`config.mk`:
```
export PLATFORM = sky130hd
export DESIGN_NAME = cache_controller
export DESIGN_NICKNAME = d
export VERILOG_FILES = /design/src/rtl/cache_controller.sv
export SDC_FILE = /design/constraint.sdc
export NUM_CORES = 1
export LEC_CHECK = 0
export CORE_MARGIN = 3
export CORE_UTILIZATION = 34
export DETAILED_ROUTE_END_ITERATION = 7
export GPL_TIMING_DRIVEN = 0
export PLACE_DENSITY = 0.6
export SLEW_MARGIN = 20
export SYNTH_ARGS = -nofsm -noshare
export SYNTH_HDL_FRONTEND = slang
export SYNTH_SLANG_ARGS = --single-unit
```
`constraint.sdc`:
```
create_clock -name clk -period 3.51 [get_ports clk]
set_clock_uncertainty 0.05 [all_clocks]
set_input_delay 0.702 -clock clk [delete_from_list [all_inputs] [get_ports clk]]
set_output_delay 0.702 -clock clk [all_outputs]
set_load 0.02 [all_outputs]
```
`src/rtl/cache_controller.sv`:
```
// cache_controller: sequencer for a 4-line direct-mapped, write-through, no-write-allocate cache.
// Define CACHE_STATS_EN to add saturating 16-bit hit_count/miss_count outputs.
module cache_controller #(
    parameter int DATA_W  = 16,
    parameter int ADDR_W  = 8,
    parameter int INDEX_W = 2
) (
    input  logic               clk,
    input  logic               rst,
    input  logic               cpu_req,
    input  logic               cpu_we,
    input  logic [ADDR_W-1:0]  cpu_addr,
    input  logic [DATA_W-1:0]  cpu_wdata,
    output logic               cpu_busy,
    output logic               cpu_done,
    output logic [DATA_W-1:0]  cpu_rdata,
    output logic               enable_read_cache,
    output logic               enable_write_cache,
    output logic [INDEX_W-1:0] addr_cache,
    output logic [DATA_W-1:0]  data_in_cache,
    input  logic [DATA_W-1:0]  data_out_cache,
    output logic               mem_req,
    output logic               mem_we,
    output logic [ADDR_W-1:0]  mem_addr,
    output logic [DATA_W-1:0]  mem_wdata,
    input  logic               mem_ack,
    input  logic [DATA_W-1:0]  mem_rdata,
    output logic [2:0]         state_dbg
`ifdef CACHE_STATS_EN
    ,
    output logic [15:0]        hit_count,
    output logic [15:0]        miss_count
`endif
);
    localparam int TAG_W = ADDR_W - INDEX_W;
    localparam int LINES = 1 << INDEX_W;

    typedef enum logic [2:0] {
        IDLE    = 3'd0,
        TAG_CHK = 3'd1,
        RD_WAIT = 3'd2,
        MEM_RD  = 3'd3,
        FILL    = 3'd4,
        MEM_WR  = 3'd5
    } state_t;

    state_t             state, state_next;
    logic [ADDR_W-1:0]  addr_q;
    logic               we_q;
    logic [DATA_W-1:0]  wdata_q;
    logic [DATA_W-1:0]  fill_q;
    logic [TAG_W-1:0]   tag_arr [LINES];
    logic [LINES-1:0]   valid;
    logic [INDEX_W-1:0] idx;
    logic [TAG_W-1:0]   tag;
    logic               hit;
    logic               done_next;

    assign idx       = addr_q[INDEX_W-1:0];
    assign tag       = addr_q[ADDR_W-1:INDEX_W];
    assign hit       = valid[idx] && (tag_arr[idx] == tag);
    assign state_dbg = state;

    always_ff @(posedge clk or negedge rst) begin
        if (!rst) state <= IDLE;
        else      state <= state_next;
    end

    // Memory-side outputs are decoded from state only, so reset drops mem_req immediately.
    always_comb begin
        state_next         = state;
        cpu_busy           = (state != IDLE);
        enable_read_cache  = 1'b0;
        enable_write_cache = 1'b0;
        addr_cache         = '0;
        data_in_cache      = '0;
        mem_req            = 1'b0;
        mem_we             = 1'b0;
        mem_addr           = '0;
        mem_wdata          = '0;
        done_next          = 1'b0;
        case (state)
            IDLE: begin
                if (cpu_req) state_next = TAG_CHK;
            end
            TAG_CHK: begin
                if (we_q) begin
                    if (hit) begin
                        enable_write_cache = 1'b1;
                        addr_cache         = idx;
                        data_in_cache      = wdata_q;
                    end
                    state_next = MEM_WR;
                end else if (hit) begin
                    enable_read_cache = 1'b1;
                    addr_cache        = idx;
                    state_next        = RD_WAIT;
                end else begin
                    state_next = MEM_RD;
                end
            end
            RD_WAIT: begin
                done_next  = 1'b1;
                state_next = IDLE;
            end
            MEM_RD: begin
                mem_req  = 1'b1;
                mem_addr = addr_q;
                if (mem_ack) state_next = FILL;
            end
            FILL: begin
                enable_write_cache = 1'b1;
                addr_cache         = idx;
                data_in_cache      = fill_q;
                done_next          = 1'b1;
                state_next         = IDLE;
            end
            MEM_WR: begin
                mem_req   = 1'b1;
                mem_we    = 1'b1;
                mem_addr  = addr_q;
                mem_wdata = wdata_q;
                if (mem_ack) begin
                    done_next  = 1'b1;
                    state_next = IDLE;
                end
            end
            default: state_next = IDLE;
        endcase
    end

    always_ff @(posedge clk or negedge rst) begin
        if (!rst) begin
            addr_q    <= '0;
            we_q      <= 1'b0;
            wdata_q   <= '0;
            fill_q    <= '0;
            valid     <= '0;
            cpu_done  <= 1'b0;
            cpu_rdata <= '0;
            for (int i = 0; i < LINES; i++) tag_arr[i] <= '0;
        end else begin
            cpu_done <= done_next;
            if (state == IDLE && cpu_req) begin
                addr_q  <= cpu_addr;
                we_q    <= cpu_we;
                wdata_q <= cpu_wdata;
            end
            if (state == MEM_RD && mem_ack) fill_q <= mem_rdata;
            if (state == RD_WAIT) cpu_rdata <= data_out_cache;
            if (state == FILL) begin
                cpu_rdata    <= fill_q;
                tag_arr[idx] <= tag;
                valid[idx]   <= 1'b1;
            end
        end
    end

`ifdef CACHE_STATS_EN
    always_ff @(posedge clk or negedge rst) begin
        if (!rst) begin
            hit_count  <= '0;
            miss_count <= '0;
        end else if (state == TAG_CHK) begin
            if (hit && hit_count != 16'hFFFF)        hit_count  <= hit_count + 16'd1;
            else if (!hit && miss_count != 16'hFFFF) miss_count <= miss_count + 16'd1;
        end
    end
`endif

endmodule

```
## Word-level counts from Yosys, hierarchy flattened

Cells that the tools add are included.

- Register bits after elaboration: 89
- Input port bits: 61
- Word-level logic and storage cells: 72

- Magnitude comparators: 4
- Equal/unequal tests: 9
- Multiplexer cells: 34
- Bitwise operators: 2
- Reduce and logical (&&, ||, !) cells: 11

Operators by type and width:

| operator | number |
|---|---|
| 16-bit two-way mux | 5 |
| 16-bit one-hot mux with 2 select lines | 1 |
| 24-bit bitwise mux | 1 |
| 6-bit two-way mux | 3 |
| 6-bit binary-select mux with 2-bit select | 1 |
| 6-bit demux with 2-bit select | 1 |
| 3-bit two-way mux | 4 |
| 3-bit one-hot mux with 4 select lines | 1 |
| 1-bit two-way mux | 10 |
| 8-bit two-way mux | 1 |
| 3-bit by 2-bit equality test with 1-bit output (second input constant) | 2 |
| 3-bit equality test (second input constant) | 2 |
| 6-bit equality test | 1 |
| 2-bit inequality test (second input constant) | 3 |
| 1-bit logical AND | 5 |
| 4-bit OR | 1 |
| 1-bit one-hot mux with 2 select lines | 2 |
| 2-bit one-hot mux with 2 select lines | 1 |
| 2-bit OR reduction | 2 |
| 3-bit by 1-bit equality test with 1-bit output (second input constant) | 1 |
| 3-bit greater-or-equal comparator (second input constant) | 1 |
| 3-bit logical NOT | 1 |
| 2-bit by 3-bit less-than comparator with 1-bit output (second input constant) | 1 |
| 3-bit by 1-bit less-than comparator with 1-bit output (second input constant) | 1 |
| 8 further kinds | 8 |

## Depth between registers and ports, before layout

- Depth in word-level cells: 9
- Gate-level depth with buffers: 8
- Mapped depth without buffers: 5

## Worst setup path before layout

OpenSTA, ideal clock, no wires.

- Kind: reg2out
- From: register addr_q[0]
- To: output addr_cache[0]
- Arrival time: 2.153 ns
- Data required time: 2.758 ns
- Path slack: 0.605 ns
- Stages on the path, launching flop included: 7
- Path through: dfrtp_1 > buf_6 > mux4_2 > xnor2_2 > nand4_2 > or4_1 > a21boi_1

- Word-level cells in the longest chain between the ends: 8
- Elaborated cells on any way between the ends: 10

RTL lines:

| element | RTL line | source |
|---|---|---|
| from (decl) | 48 | `logic [ADDR_W-1:0] addr_q;` |
| from (signal assigned) | 145 | `addr_q <= cpu_addr;` |
| 2-bit inverter with 3-bit output (not written as such) | 61 | `assign hit = valid[idx] && (tag_arr[idx] == tag);` |
| 6-bit binary-select mux with 2-bit select | 61 |  |
| 6-bit two-way mux (not written as such) (2 in a row) | 61 |  |
| 6-bit equality test | 61 |  |
| 1-bit logical AND | 61 |  |
| 2-bit two-way mux | 88, 94 |  |
| 2-bit one-hot mux with 2 select lines (*) | 82 | `case (state)` |
| to (decl) | 19 | `output logic [INDEX_W-1:0] addr_cache,` |

Mark *: on every way between the ends. The rest lies on a longest branch, timed or not. The select of a mux whose other input is x is not followed.

## Worst setup path in the final report

- From: register addr_q[0]
- To: output data_in_cache[15]

- Word-level cells in the longest chain between the ends: 9
- Elaborated cells on any way between the ends: 11

RTL lines:

| element | RTL line | source |
|---|---|---|
| 2-bit inverter with 3-bit output (not written as such) | 61 |  |
| 6-bit binary-select mux with 2-bit select | 61 |  |
| 6-bit two-way mux (not written as such) (2 in a row) | 61 |  |
| 6-bit equality test | 61 |  |
| 1-bit logical AND (*) | 61 |  |
| 16-bit two-way mux (*) | 88 | `if (hit) begin` |
| 16-bit two-way mux (*) | 87 | `if (we_q) begin` |
| 16-bit one-hot mux with 2 select lines (*) | 82 |  |
| to (decl) | 20 | `output logic [DATA_W-1:0] data_in_cache,` |

Marked as above.

==> flow_summary.ini <==
[critical_path]
end_kind = primary output
cp_cell_sequence = buf_6, mux4_2, xnor2_2, nand4_2, nor4_4, buf_4, buf_8, a22o_1, buf_4
cp_data_required_time_ps = 2760
rr_endpoint = tag_arr[15]
max_stage_delay_ps = 530
crit_type = reg2out
endpoint = data_in_cache[15]
critical_path.slowest_cell = mux4_2
worstRegToRegCells = 5
critPathMaxFanout = 10
cp_common_cell = buf_4
cp.arrival_ps = 2610
critPathLaunchType = flop
rrSetupSlack_ps = 1030
cp-startpoint = addr_q[0]
r2r_start = state_dbg[1]

[clock_network]
clk_latency_ps = 330
tritoncts.num_buffers = 9
cts.sinks = 89
cts.clk_slew.worst_paths_ps = 70
cts_tree = yes
cts_root_buf = clkbuf_16
h-tree-depth = 3
cts_buffer_depth = 2

[timing]
setup_violations = 0
holdWs_ps = 196
hold_viol_final = 0
tns_ps = 0
slew_headroom = 0.468
min_period_ps = 3370
drv_slew = 0
tightest_slew_ps = 796
max_freq_mhz = 297
grt_setup_unrepaired = true
final.period_utilization = 0.959

[logic_synthesis]
synthCells = 329
synth_edf_count = 0
ys_seq_elements = 89
synth_xor_area_frac = 0.0237
synth.area.mux_share = 0.249
synthesis.nets = 390
yosys.area_share.simple = 0.103
synthArstFlopShare = 1.00
synth_fa_ha_area_frac = 0
ys.flop_type = dfrtp_1
synth_area_um2 = 4220
synth_area_leaders = dfrtp_1 53%, mux2_2 18%, mux2i_1 4.5%, a22o_1 3.3%, and2_1 2.7%
ys_seq_area_frac = 0.528
synth_top_family_by_area = multiplexers
synth_compound_area_frac = 0.0688
yosysTopAreaCellShare = 0.528
yosysTopAreaCell = dfrtp_1
ys_warn_count = 0
yosysUniqueCellTypes = 36
synth_area_per_cell_um2 = 12.8

[pwr]
ir_worst_vdd_mv = 0.318
pwr_density_cell_nw_per_um2 = 891
p_leak_nw = 2.64

[finish]
final_common_cell = clkdlybuf4s50_1
n_antenna_cell = 0
most-common-layout-cells = 105 x clkdlybuf4s50_1, 89 x dfrtp_1, 66 x mux2_2, 22 x nand2_1, 19 x mux2i_1
nFillCells = 1126
syn2layout_area_growth_pct = 41.6
layout.nets = 530
drive_gt1_frac = 0.283

[route]
drtIter0Drc = 265
dr.pass1.iters = 4
vias = 3031
drcViolationCount = 0
wl_per_cell_um = 17.9
antenna_left = 0
wl_mm = 11.5
routed_via_density = 4.72

[die]
start_util = 0.350
io_pins = 128
die_h_um = 117
core-area_um2 = 12100
die_area_um2 = 13800
fp.dieW_um = 117
rows = 40

[place]
hpwlAfterDp_mm = 8.80
io_buffers = 126
gp_congestion = 0.810

[global_route]
grt_pass1_wl_mm = 18.2
grt_pass1_vias = 3108
grt_start_max_net_pins = 58
overflow = 0
antenna_found_initial = 0
grt.total_usage = 0.167

[worst_hold_path]
hold_class = in2async

[run]
cap_violations = 0

[status]
outcome = completed
[how the worst min path moves through the flow]
| stage | start | endpoint | slack [ps] | cells past startpoint |
|---|---|---|---|---|
| global route | rst | cpu_rdata[11] | 220 | 1 |
| detailed placement | valid[3] | valid[3] | 400 | 1 |
| floorplan | rst | addr_q[0] | 360 | 0 |
| finish | rst | cpu_rdata[11] | 200 | 1 |
| global placement | valid[3] | valid[3] | 400 | 1 |
| CTS | rst | cpu_rdata[9] | 200 | 1 |
[worst max-delay path: cells and delay by family, from the launching register on]
kind / cells / cell delay, ps
buf+inv: 4 / 590
simple gates: 2 / 540
mux: 1 / 530
flops: 1 / 340
xor+xnor: 1 / 160
compound gates: 1 / 130
[per-layer routing]
layer,routed length (um),GRT usage,vias to the layer above,share of wire
met4,138,0.0477,0,0.012
met2,5350,0.253,66,0.46
li1,-,-,1458,-
met3,500,0.0342,8,0.043
met1,5530,0.244,1499,0.48
met5,0,0,-,0
[area by class of cell]
class                      instances  area [um2]  area share
buffer                            22         114      0.0191
clock buffer                      10         229      0.0383
clock inverter                     6        50.0     0.00838
inverter                           2        7.51     0.00126
multi-input combinational        215        1890       0.316
sequential                        89        2230       0.373
tap                              168         210      0.0352
timing repair buffer             130        1240       0.209
[repair_timing]
item,CTS,global route
pin swaps,1,2
setup buffers,2,1
gates resized for setup,29,60
endpoints found under the setup margin,21,21
hold buffers,0,0
hold endpoints to repair,0,0
[metrics by stage]
step	util	worst slack, ps	std cells	instance area [um2]	total power, mW
2_1_floorplan	-	605	329	4220	3.45
3_3_place_gp	0.472	-1660	623	5690	4.41
3_5_place_dp	0.474	-258	624	5720	4.47
4_1_cts	0.498	1.28	642	6010	5.37
5_1_grt	0.495	-32.5	642	5970	5.66
6_report	0.495	144	642	5970	5.32
[cells by family (layout without fill, tap and decap cells)]
family                 Yosys count  count (layout)
flip-flops                      89              89
XOR/XNOR                         8               8
buffers and inverters           25             170
multiplexers                    90              90
AND/OR/NAND/NOR                 75              75
AO/OA/AOI/OAI                   42              42
[sequential cells by signal (all words and copies together) (netlist names)]
signal     flops
tag_arr       24
cpu_rdata     16
fill_q        16
wdata_q       16
addr_q         8
valid          4
state_dbg      3
cpu_done       1
we_q           1
[cells in the mapped netlist (5+ instances only)]
cell type  instances
clkbuf_1          15
a22o_1            16
nand2_1           22
nand2b_1           5
o21ai_0           17
nor2_1             5
mux2_2            66
and2_1            18
and3_1             8
mux2i_1           19
dfrtp_1           89
buf_2              6
[where the power goes]
group          switching, mW  internal, mW
sequential             0.408          1.52
combinational           1.20          1.28
clock                  0.418         0.488
total                   2.03          3.29
No activity file was read; power rests on OpenSTA's default activity.
